===== config.mk =====
export PLATFORM = sky130hd
export DESIGN_NAME = intersection_controller
export DESIGN_NICKNAME = d
export VERILOG_FILES = /design/src/rtl/intersection_controller.sv
export SDC_FILE = /design/constraint.sdc
export NUM_CORES = 1
export LEC_CHECK = 0
export BUFFER_PORTS_ARGS = -buffer_cell sky130_fd_sc_hd__buf_2
export CAP_MARGIN = 20
export CORE_UTILIZATION = 35
export DETAILED_ROUTE_END_ITERATION = 10
export PLACE_DENSITY_LB_ADDON = 0.1
export SLEW_MARGIN = 10
export SYNTH_ARGS = -nofsm -noshare
export SYNTH_HDL_FRONTEND = slang
export SYNTH_SLANG_ARGS = --single-unit

===== constraint.sdc =====
create_clock -name Clock -period 2.9 [get_ports Clock]
set_input_delay 0.29 -clock Clock [delete_from_list [all_inputs] [get_ports Clock]]
set_output_delay 0.29 -clock Clock [all_outputs]
set_load 0.02 [all_outputs]

===== src/rtl/intersection_controller.sv =====
// Two-way intersection phase sequencer with all-red clearance and an exclusive
// pedestrian WALK phase; phase timing is tick-based with a cycle prescaler.
module intersection_controller #(
  parameter int Clock_Frequency = 27_000_000,
  parameter int TICK_CYCLES     = 27_000_000,
  parameter int GREEN_TICKS     = 10,
  parameter int YELLOW_TICKS    = 3,
  parameter int ALL_RED_TICKS   = 1,
  parameter int WALK_TICKS      = 5
) (
  input  logic       Clock,
  input  logic       Reset_n,
  input  logic       Ped_Request,
  output logic       NS_R_LED,
  output logic       NS_Y_LED,
  output logic       NS_G_LED,
  output logic       EW_R_LED,
  output logic       EW_Y_LED,
  output logic       EW_G_LED,
  output logic       Walk_LED,
  output logic       Ped_Ack,
  output logic [2:0] Phase
);

  typedef enum logic [2:0] {
    ALL_RED_A = 3'd0,
    NS_GREEN  = 3'd1,
    NS_YELLOW = 3'd2,
    ALL_RED_B = 3'd3,
    EW_GREEN  = 3'd4,
    EW_YELLOW = 3'd5,
    PED_WALK  = 3'd6
  } phase_t;

  localparam int PW = (TICK_CYCLES > 1) ? $clog2(TICK_CYCLES) : 1;
  localparam logic [PW-1:0] TICK_LAST = PW'(TICK_CYCLES - 1);

  generate
    if (TICK_CYCLES < 1 || Clock_Frequency < 1) begin : g_param_check
      $error("intersection_controller: TICK_CYCLES and Clock_Frequency must be >= 1");
    end
  endgenerate

  logic [2:0]    phase_reg;
  phase_t        phase_next;
  logic [PW-1:0] prescale_reg;
  logic [7:0]    timer_reg;
  logic          ped_pending_reg;
  logic          return_ew_reg;
  logic          ped_ack_reg;

  logic       tick;
  logic [7:0] dur;
  logic       phase_done;
  logic       phase_change;
  logic       enter_walk;

  assign tick = (prescale_reg == TICK_LAST);

  always_comb begin
    dur = 8'(ALL_RED_TICKS);
    case (phase_reg)
      NS_GREEN, EW_GREEN:   dur = 8'(GREEN_TICKS);
      NS_YELLOW, EW_YELLOW: dur = 8'(YELLOW_TICKS);
      PED_WALK:             dur = 8'(WALK_TICKS);
      default:              dur = 8'(ALL_RED_TICKS);
    endcase
  end

  assign phase_done = tick && (timer_reg == dur - 8'd1);

  // All-red exits divert to WALK when a request is already latched.
  always_comb begin
    phase_next = ALL_RED_A;
    case (phase_reg)
      ALL_RED_A: phase_next = !phase_done ? ALL_RED_A :
                              (ped_pending_reg ? PED_WALK : NS_GREEN);
      NS_GREEN:  phase_next = phase_done ? NS_YELLOW : NS_GREEN;
      NS_YELLOW: phase_next = phase_done ? ALL_RED_B : NS_YELLOW;
      ALL_RED_B: phase_next = !phase_done ? ALL_RED_B :
                              (ped_pending_reg ? PED_WALK : EW_GREEN);
      EW_GREEN:  phase_next = phase_done ? EW_YELLOW : EW_GREEN;
      EW_YELLOW: phase_next = phase_done ? ALL_RED_A : EW_YELLOW;
      PED_WALK:  phase_next = !phase_done ? PED_WALK :
                              (return_ew_reg ? EW_GREEN : NS_GREEN);
      default:   phase_next = ALL_RED_A;
    endcase
  end

  assign phase_change = (phase_next != phase_reg);
  assign enter_walk   = phase_change && (phase_next == PED_WALK);

  always_ff @(posedge Clock or negedge Reset_n) begin
    if (!Reset_n) begin
      phase_reg       <= ALL_RED_A;
      prescale_reg    <= '0;
      timer_reg       <= '0;
      ped_pending_reg <= 1'b0;
      return_ew_reg   <= 1'b0;
      ped_ack_reg     <= 1'b0;
    end else begin
      phase_reg   <= phase_next;
      ped_ack_reg <= enter_walk;
      if (phase_change) begin
        prescale_reg <= '0;
        timer_reg    <= '0;
      end else if (tick) begin
        prescale_reg <= '0;
        timer_reg    <= timer_reg + 8'd1;
      end else begin
        prescale_reg <= prescale_reg + PW'(1);
      end
      // Requests during WALK are dropped; the served request clears on entry.
      if (enter_walk) begin
        ped_pending_reg <= 1'b0;
        return_ew_reg   <= (phase_reg == ALL_RED_B);
      end else if (Ped_Request && phase_reg != PED_WALK) begin
        ped_pending_reg <= 1'b1;
      end
    end
  end

  assign NS_G_LED = (phase_reg == NS_GREEN);
  assign NS_Y_LED = (phase_reg == NS_YELLOW);
  assign NS_R_LED = !(NS_G_LED || NS_Y_LED);
  assign EW_G_LED = (phase_reg == EW_GREEN);
  assign EW_Y_LED = (phase_reg == EW_YELLOW);
  assign EW_R_LED = !(EW_G_LED || EW_Y_LED);
  assign Walk_LED = (phase_reg == PED_WALK);
  assign Ped_Ack  = ped_ack_reg;
  assign Phase    = phase_reg;

endmodule

==> tab_implementation.tex, run 1 <==
\begin{tabular}{lr}
\hline
Metric & Value \\
\hline
\multicolumn{2}{l}{\textbf{Layout}} \\
Area grow syn2layout & 12.0\% \\
Number of flip-flops under the largest register name & 25 \\
Non-filler instance count after layout & 329 \\
Fraction of final layout cells with drive strength greater than 1 & 0.0945 \\
Post-layout instance area & between 2000 and 2500 um2 \\
Total of fill cells in the finished design & 611 \\
Layout net count & 258 \\
Number of diodes & 0 \\
\multicolumn{2}{l}{\textbf{Synthesis}} \\
Sequential fraction of the synthesis area & 0.451 \\
Mapped Avg Cell Area & between 8 and 9 um2 \\
Commonest cells in the netlist & sky130\_fd\_sc\_hd\_\_dfrtp\_1, sky130\_fd\_sc\_hd\_\_nor2\_1, sky130\_fd\_sc\_hd\_\_xor2\_1 \\
Cell with the most instances after synthesis & sky130\_fd\_sc\_hd\_\_dfrtp\_1 \\
Primary flip-flop cell chosen by synthesis mapping & sky130\_fd\_sc\_hd\_\_dfrtp\_1 \\
Area share of the largest cell type after synthesis & 0.451 \\
Total of flip-flops plus latches after synthesis & 39 \\
Ranking of synthesized cells by area & sky130\_fd\_sc\_hd\_\_dfrtp\_1, sky130\_fd\_sc\_hd\_\_xor2\_1, sky130\_fd\_sc\_hd\_\_nor2\_1, sky130\_fd\_sc\_hd\_\_xnor2\_1, sky130\_fd\_sc\_hd\_\_nand4\_1 \\
Leading area contributor after synthesis & sky130\_fd\_sc\_hd\_\_dfrtp\_1 \\
Net Count, Synth & 247 \\
Number of library cell types mapped by synthesis & 38 \\
Mapped Area & 2160 um2 \\
Post-synthesis cell count & 242 \\
Ys Warns & 0 \\
Number of enable-type register cells in the synthesized netlist & 0 \\
FFs w/ async S/R, synth & 1.00 \\
\multicolumn{2}{l}{\textbf{Worst setup path}} \\
Crit-path slowest cell & sky130\_fd\_sc\_hd\_\_or3\_1 \\
Max incr delay on CP & between 0.5 and 0.6 ns \\
Largest driver fanout on the critical path & 11 \\
Cells along the critical path & ha\_1, and2\_1, nand2\_1, or3\_1, or4\_1, a21oi\_1 \\
Setup crit start kind & flip-flop \\
Family with the most delay on the worst path & simple AND/OR/NAND/NOR gates \\
Buffers and inverters on the worst path & 0 \\
Number of cells traversed by the worst register-to-register path & 6 \\
Crit. End Element & flip-flop \\
Type of the setup path with the least slack & reg -> reg \\
Number of gates on the worst path with buffers counted & 6 \\
Data required time of the worst path & 3.11 ns \\
Crit path DAT & between 2 and 3 ns \\
\multicolumn{2}{l}{\textbf{Clocking}} \\
CTS sink cnt & 39 \\
Number of gates resized after cts & 0 \\
Buffers inserted by post-CTS timing repair & 0 \\
Later-pin clock latency in the skew report & 0.29 ns \\
Root buf cell & sky130\_fd\_sc\_hd\_\_clkbuf\_8 \\
Clock-pin slew on the worst setup and hold paths & 0.08 ns \\
CTS tree & yes \\
Number of buffers between clock root and the deepest sink & 2 \\
Number of buffers created by CTS & 5 \\
Number of buffers inserted by hold repair at cts & 0 \\
Deepest level of the CTS H-tree & 2 \\
\multicolumn{2}{l}{\textbf{Global route}} \\
Largest net degree at the start of global routing & 40 \\
Remaining global-route overflow & 0 \\
Number of antenna violations at the first check in global routing & 0 \\
Wire length of the first global-routing pass & 7.77 mm \\
GRT Resource Usage Total & 0.158 \\
Number of global-route vias before repair & 1611 \\
\multicolumn{2}{l}{\textbf{Power}} \\
Power share of the combinational group & 0.011 \\
Design Power & 0.00109 W \\
Maximum vdd ir drop & 0.000234 V \\
Leakage power summed over all cells & 1.08 nW \\
Sequential share of power & 0.499 \\
Switching part of the total power & 0.185 \\
Sw Pwr & 0.000201 W \\
Proportion of power drawn by the clock network & 0.491 \\
Int Power & 0.000888 W \\
Pwr per Cell Area & 450 nW/um2 \\
\multicolumn{2}{l}{\textbf{Routing}} \\
Drt first-iter violations & 118 \\
Final Routed Wirelength & approximately 4.7 mm \\
DRC Markers & 0 \\
Final ANT Viol Nets & 0 \\
Average detailed-routed wire length per instance & 14.1 um \\
Via count & 1760 \\
Detailed-routing iteration count for the pre-antenna-repair pass & 4 \\
Via density & 5.35 \\
\multicolumn{2}{l}{\textbf{Timing}} \\
Share of the cycle needed by the critical path after routing & 0.799 \\
Final count of hold timing violations & 0 \\
Transition time at the pin with the least slew margin & 0.902 ns \\
Unrepaired setup endpoints after global routing & false \\
Count of endpoints failing setup in the final report & 0 \\
Final min period & 2.32 ns \\
Highest clock frequency the design can meet & approximately 430 MHz \\
Setup TNS & 0 ns \\
Max-Slew Margin vs Limit & 0.399 \\
Count of pins over their slew limit & 0 \\
Clock Skew & 0.00368 ns \\
\multicolumn{2}{l}{\textbf{Floorplanning}} \\
Die H & between 80 and 90 um \\
Die width & 80.6 um \\
Area inside the core boundary & 5960 um2 \\
Row Count & 28 \\
Die outline area & 6500 um2 \\
Starting Density & 0.363 \\
Top Ports & 14 \\
\multicolumn{2}{l}{\textbf{Placement}} \\
Placed inst area & 2290 um2 \\
Count of port buffers added during placement & 13 \\
Total placed cells including tap cells & 321 \\
Detailed placement HPWL & 3.21 mm \\
Routability congestion estimate & 0.758 \\
\multicolumn{2}{l}{\textbf{Flow run}} \\
Number of violations of the max-capacitance limit & 0 \\
\multicolumn{2}{l}{\textbf{Min path}} \\
Hold crit path type & in -> async \\
\multicolumn{2}{l}{\textbf{Outcome}} \\
Run status & finished clean \\
\hline
\end{tabular}
-- kinds of logic (layout without fill, tap and decap cells) --
family,count (synthesis),after routing,share of synthesized area
and+or+nand+nor,124,124,0.297
DFF,39,39,0.451
AOI/OAI and AO/OA,29,29,0.0839
xor gates and xnor gates,27,27,0.109
buffers and inverters,19,31,0.0376
adders and majority gates,2,2,0.0116
muxes,2,2,0.00926
-- area by class of cell --
cell class	count	area, um2	area share
Inverter	7	26.3	0.0109
Clock inverter	2	60.1	0.0248
Sequential cell	39	976	0.403
Timing Repair Buffer	16	87.6	0.0362
Multi-Input combinational cell	184	1100	0.456
Tap cell	75	93.8	0.0388
Clock buffer	6	72.6	0.0300
-- worst reg2reg max path, cell delays in order (launching register included) --
cell                      delay [ns]
sky130_fd_sc_hd__dfrtp_1        0.43
sky130_fd_sc_hd__ha_1           0.26
sky130_fd_sc_hd__and2_1         0.19
sky130_fd_sc_hd__nand2_1        0.09
sky130_fd_sc_hd__or3_1          0.55
sky130_fd_sc_hd__or4_1          0.53
sky130_fd_sc_hd__a21oi_1        0.18
-- layout by cell type, fill, tap and decap left out, drive strengths merged, types with 2 or more instances in the layout --
master and count:
nand3 14, or3 6, or4 2, inv 7
o21ai 8, ha 2, clkbuf 6, bufinv 2
nand2 16, nor2 37, o22ai 2, nand3b 4
nor4b 2, nand4 12, o31ai 2, buf 16
a21oi 8, dfrtp 39, and3 8, mux2i 2
and2 3, and4 5, xnor2 9, nor4 4
nand2b 3, xor2 18, nor3 8
-- power by group through the flow --
stage	Clock, W	Combinational, W	Sequential (W)
2_1_floorplan	0	0.0000000168	0.000554
3_3_place_gp	0	0.0000129	0.000554
3_5_place_dp	0	0.0000130	0.000554
4_1_cts	0.000554	0.0000130	0.000543
5_1_grt	0.000576	0.0000147	0.000543
6_report	0.000535	0.0000117	0.000543
-- metal layers --
metal,up-vias,global-route usage,routed length (um)
met5,-,0,0
met4,0,0.0482,59
met3,6,0.0341,112
met2,18,0.221,2000
met1,856,0.237,2480
li1,880,-,-
-- stage by stage --
stage | util | setup slack [ns] | hold slack (ns)
CTS | 0.407 | 0.593 | 0.162
global route | 0.407 | 0.427 | 0.205
floorplan | - | 0.695 | -0.00559
global placement | 0.384 | 0.636 | 0.476
detailed placement | 0.384 | 0.619 | 0.483
finish | 0.407 | 0.583 | 0.124
-- final timing paths --
check / start / to / slack, ns
worst max-delay path: prescale_reg[0] / timer_reg[4] / 0.58
worst min-delay path: Reset_n / timer_reg[6] / 0.12
worst max register to register: prescale_reg[0] / timer_reg[4] / 0.58
worst min register to register: prescale_reg[0] / prescale_reg[0] / 0.53
max in group asynchronous: Reset_n / prescale_reg[8] / 2.21
min in group Clock: Ped_Request / ped_pending_reg / 0.30
Power figures use the tool's default switching activity.
==> inputs of run 2 (changes only) <==
--- a/config.mk
+++ b/config.mk
@@ -5,6 +5,7 @@
 export SDC_FILE = /design/constraint.sdc
 export NUM_CORES = 1
 export LEC_CHECK = 0
+export ABC_AREA = 1
 export BUFFER_PORTS_ARGS = -buffer_cell sky130_fd_sc_hd__buf_2
 export CAP_MARGIN = 20
 export CORE_UTILIZATION = 35
==> constraint.sdc (replaced) <==
create_clock -name Clock -period 2.3 [get_ports Clock]
set_input_delay 0.23 -clock Clock [delete_from_list [all_inputs] [get_ports Clock]]
set_output_delay 0.23 -clock Clock [all_outputs]
set_load 0.02 [all_outputs]
==> run 2 against run 1 <==
Net effect: utilization rose by 4.5 points; via count increased by 20%; register-to-register slack lost 0.53 ns; routed wire length increased by 22%; first-iteration DRC count decreased by 30%; fmax up 2.9%; largest power group unchanged.
==> tab_implementation.tex, run 2 <==
\begin{tabular}{lr}
\hline
Metric & Value \\
\hline
\multicolumn{2}{l}{\textbf{Timing}} \\
Clock Skew & 0.00661 ns \\
Count of endpoints failing setup in the final report & 0 \\
Unrepaired setup endpoints after global routing & true \\
Share of the cycle needed by the critical path after routing & 0.979 \\
Final min period & 2.25 ns \\
Highest clock frequency the design can meet & 444 MHz \\
Max-Slew Margin vs Limit & 0.397 \\
Setup TNS & 0 ns \\
Count of pins over their slew limit & 0 \\
Final count of hold timing violations & 0 \\
Transition time at the pin with the least slew margin & approximately 0.9 ns \\
\multicolumn{2}{l}{\textbf{Clocking}} \\
CTS tree & yes \\
Number of buffers created by CTS & 5 \\
Number of buffers between clock root and the deepest sink & 2 \\
Root buf cell & sky130\_fd\_sc\_hd\_\_clkbuf\_8 \\
Clock-pin slew on the worst setup and hold paths & 0.08 ns \\
Deepest level of the CTS H-tree & 2 \\
Later-pin clock latency in the skew report & 0.29 ns \\
Number of buffers inserted by hold repair at cts & 0 \\
CTS sink cnt & 39 \\
\multicolumn{2}{l}{\textbf{Worst setup path}} \\
CP most frequent cell & sky130\_fd\_sc\_hd\_\_nand2\_2 \\
Cells along the critical path & ha\_2, nand2\_2, nor2\_4, nand2\_4, nor2\_4, nand2\_2, nor2\_4, buf\_4, nand4\_1, nand2\_2, nand3\_2, nand2\_1, nand2\_2, nand2\_8, clkbuf\_16, nor3\_2 \\
Setup crit start kind & flip-flop \\
Crit. End Element & flip-flop \\
Data required time of the worst path & about 2.5 ns \\
Largest driver fanout on the critical path & 9 \\
Type of the setup path with the least slack & reg -> reg \\
Max incr delay on CP & roughly 0.37 ns \\
Crit path DAT & 2.44 ns \\
Crit-path slowest cell & sky130\_fd\_sc\_hd\_\_dfrtp\_1 \\
\multicolumn{2}{l}{\textbf{Synthesis}} \\
Ranking of synthesized cells by area & sky130\_fd\_sc\_hd\_\_dfrtp\_1, sky130\_fd\_sc\_hd\_\_nand2\_1, sky130\_fd\_sc\_hd\_\_nor3\_2, sky130\_fd\_sc\_hd\_\_nor2\_1, sky130\_fd\_sc\_hd\_\_inv\_1 \\
Ys Warns & 0 \\
FFs w/ async S/R, synth & 1.00 \\
Cell with the most instances after synthesis & sky130\_fd\_sc\_hd\_\_nand2\_1 \\
Net Count, Synth & 326 \\
Mapped Area & around 2500 um2 \\
Total of flip-flops plus latches after synthesis & 39 \\
Number of enable-type register cells in the synthesized netlist & 0 \\
Primary flip-flop cell chosen by synthesis mapping & sky130\_fd\_sc\_hd\_\_dfrtp\_1 \\
Mapped Avg Cell Area & a little under 8 um2 \\
Leading area contributor after synthesis & sky130\_fd\_sc\_hd\_\_dfrtp\_1 \\
Sequential fraction of the synthesis area & 0.391 \\
Area share of the largest cell type after synthesis & 0.391 \\
Post-synthesis cell count & roughly 320 \\
Number of library cell types mapped by synthesis & 26 \\
Commonest cells in the netlist & sky130\_fd\_sc\_hd\_\_nand2\_1, sky130\_fd\_sc\_hd\_\_nor2\_1, sky130\_fd\_sc\_hd\_\_inv\_1 \\
\multicolumn{2}{l}{\textbf{Routing}} \\
Via density & 4.68 \\
Drt first-iter violations & 83 \\
Detailed-routing iteration count for the pre-antenna-repair pass & 4 \\
Via count & $\sim$2100 \\
Final Routed Wirelength & roughly 5.7 mm \\
Average detailed-routed wire length per instance & 12.5 um \\
DRC Markers & 0 \\
Final ANT Viol Nets & 0 \\
\multicolumn{2}{l}{\textbf{Outcome}} \\
Run status & finished clean \\
\multicolumn{2}{l}{\textbf{Layout}} \\
Fraction of final layout cells with drive strength greater than 1 & 0.289 \\
Number of flip-flops under the largest register name & 25 \\
Leading cell type in the layout, fill and taps excluded & sky130\_fd\_sc\_hd\_\_nand2\_1 \\
Share of the core filled with cells in the final layout & 0.452 \\
Area grow syn2layout & 23.7\% \\
Commonest non-fill, non-tap cells in the layout & sky130\_fd\_sc\_hd\_\_nand2\_1, sky130\_fd\_sc\_hd\_\_inv\_1, sky130\_fd\_sc\_hd\_\_nor2\_1 \\
Number of diodes & 0 \\
Layout net count & between 300 and 400 \\
Post-layout instance area & 3090 um2 \\
\multicolumn{2}{l}{\textbf{Global route}} \\
Number of antenna violations at the first check in global routing & 0 \\
GRT Resource Usage Total & 0.160 \\
Wire length of the first global-routing pass & $\sim$9.4 mm \\
Number of global-route vias before repair & 2024 \\
Largest net degree at the start of global routing & 40 \\
Remaining global-route overflow & 0 \\
\multicolumn{2}{l}{\textbf{Floorplanning}} \\
Top Ports & 14 \\
Starting Density & 0.365 \\
Row Count & 30 \\
Die width & 86.4 um \\
Die outline area & 7470 um2 \\
Area inside the core boundary & 6830 um2 \\
Die H & 86.4 um \\
\multicolumn{2}{l}{\textbf{Flow run}} \\
Number of violations of the max-capacitance limit & 0 \\
\multicolumn{2}{l}{\textbf{Min path}} \\
Hold crit path type & in -> async \\
\multicolumn{2}{l}{\textbf{Placement}} \\
Detailed placement HPWL & 3.91 mm \\
Routability congestion estimate & a little over 0.8 \\
Placed inst area & 2780 um2 \\
Count of port buffers added during placement & 13 \\
\multicolumn{2}{l}{\textbf{Power}} \\
Leakage power summed over all cells & 1.40 nW \\
Maximum vdd ir drop & 0.000177 V \\
Pwr per Cell Area & approximately 380 nW/um2 \\
\hline
\end{tabular}
-- run 2: cell types whose count changed after synthesis, moves of 8 or more --
cell,before,now
sky130_fd_sc_hd__nor3_2,0,22
sky130_fd_sc_hd__inv_1,7,49
sky130_fd_sc_hd__and3_1,8,0
sky130_fd_sc_hd__nand2_1,16,67
sky130_fd_sc_hd__nor2_1,37,51
-- run 2: worst paths after layout --
kind / start / endpoint / slack (ns) / cells after the start
max: prescale_reg[1] / prescale_reg[17] / 0.05 / 16
min: Reset_n / prescale_reg[3] / 0.06 / 1
max reg2reg: prescale_reg[1] / prescale_reg[17] / 0.05 / 16
min reg2reg: return_ew_reg / return_ew_reg / 0.49 / 2
max in group asynchronous: Reset_n / prescale_reg[21] / 1.61 / 1
min in group Clock: Ped_Request / ped_pending_reg / 0.19 / 3
-- run 2: timing repair --
action                     in CTS  in global routing
resized for setup               0                 34
setup endpoints to repair       0                 36
setup buffers                   0                  4
-- run 2: critical path: cells and delay by family, from the launching register on --
family / cells / cell delay (ns)
buf+inv: 2 / 0.31
flops: 1 / 0.37
fa+ha+maj: 1 / 0.19
simple gates: 13 / 1.25
-- run 2: per-layer routing --
layer  wire length, um  vias to the layer above  track usage  part of all wire
met5                 0                        -            0                 0
met4                74                        0       0.0530             0.013
met3               205                        7       0.0352             0.036
met2              2600                       31        0.249              0.46
met1              2780                     1004        0.219              0.49
li1                  -                     1077            -                 -
-- run 2: report_power, final --
group	switching (W)	leakage [nW]	total (W)	internal (W)
combinational	0.0000136	0.836	0.0000148	0.00000119
sequential	0.0000000000000000000692	0.520	0.000685	0.000685
clock	0.000254	0.0422	0.000467	0.000213
total	0.000267	1.40	0.00117	0.000899
-- run 2: area by class of cell --
class | count | area [um2]
clock inverter | 1 | 5.00
timing repair buffer | 32 | 280
clock buffer | 7 | 76.3
fill | 692 | 3740
sequential | 39 | 980
inverter | 51 | 191
multi-input combinational | 227 | 1430
tap | 96 | 120
-- run 2: logic make-up (layout without fill, tap and decap cells) --
family | Yosys count | in the layout | share of synthesized area
flops | 39 | 39 | 0.391
simple gates | 198 | 198 | 0.417
fa+ha+maj | 2 | 2 | 0.0100
buf+inv | 55 | 91 | 0.0918
xor+xnor | 17 | 17 | 0.0672
compound gates | 10 | 10 | 0.0226
-- run 2: per-stage QoR --
stage,power (W),hold slack [ns],setup slack (ns),std cells
6_report,0.00117,0.0588,0.0482,453
3_5_place_dp,0.000715,0.418,0.0395,439
3_3_place_gp,0.000715,0.427,0.0714,439
2_1_floorplan,0.000699,-0.0656,0.236,321
5_1_grt,0.00122,0.129,-0.0834,453
4_1_cts,0.00119,0.102,0.0206,447
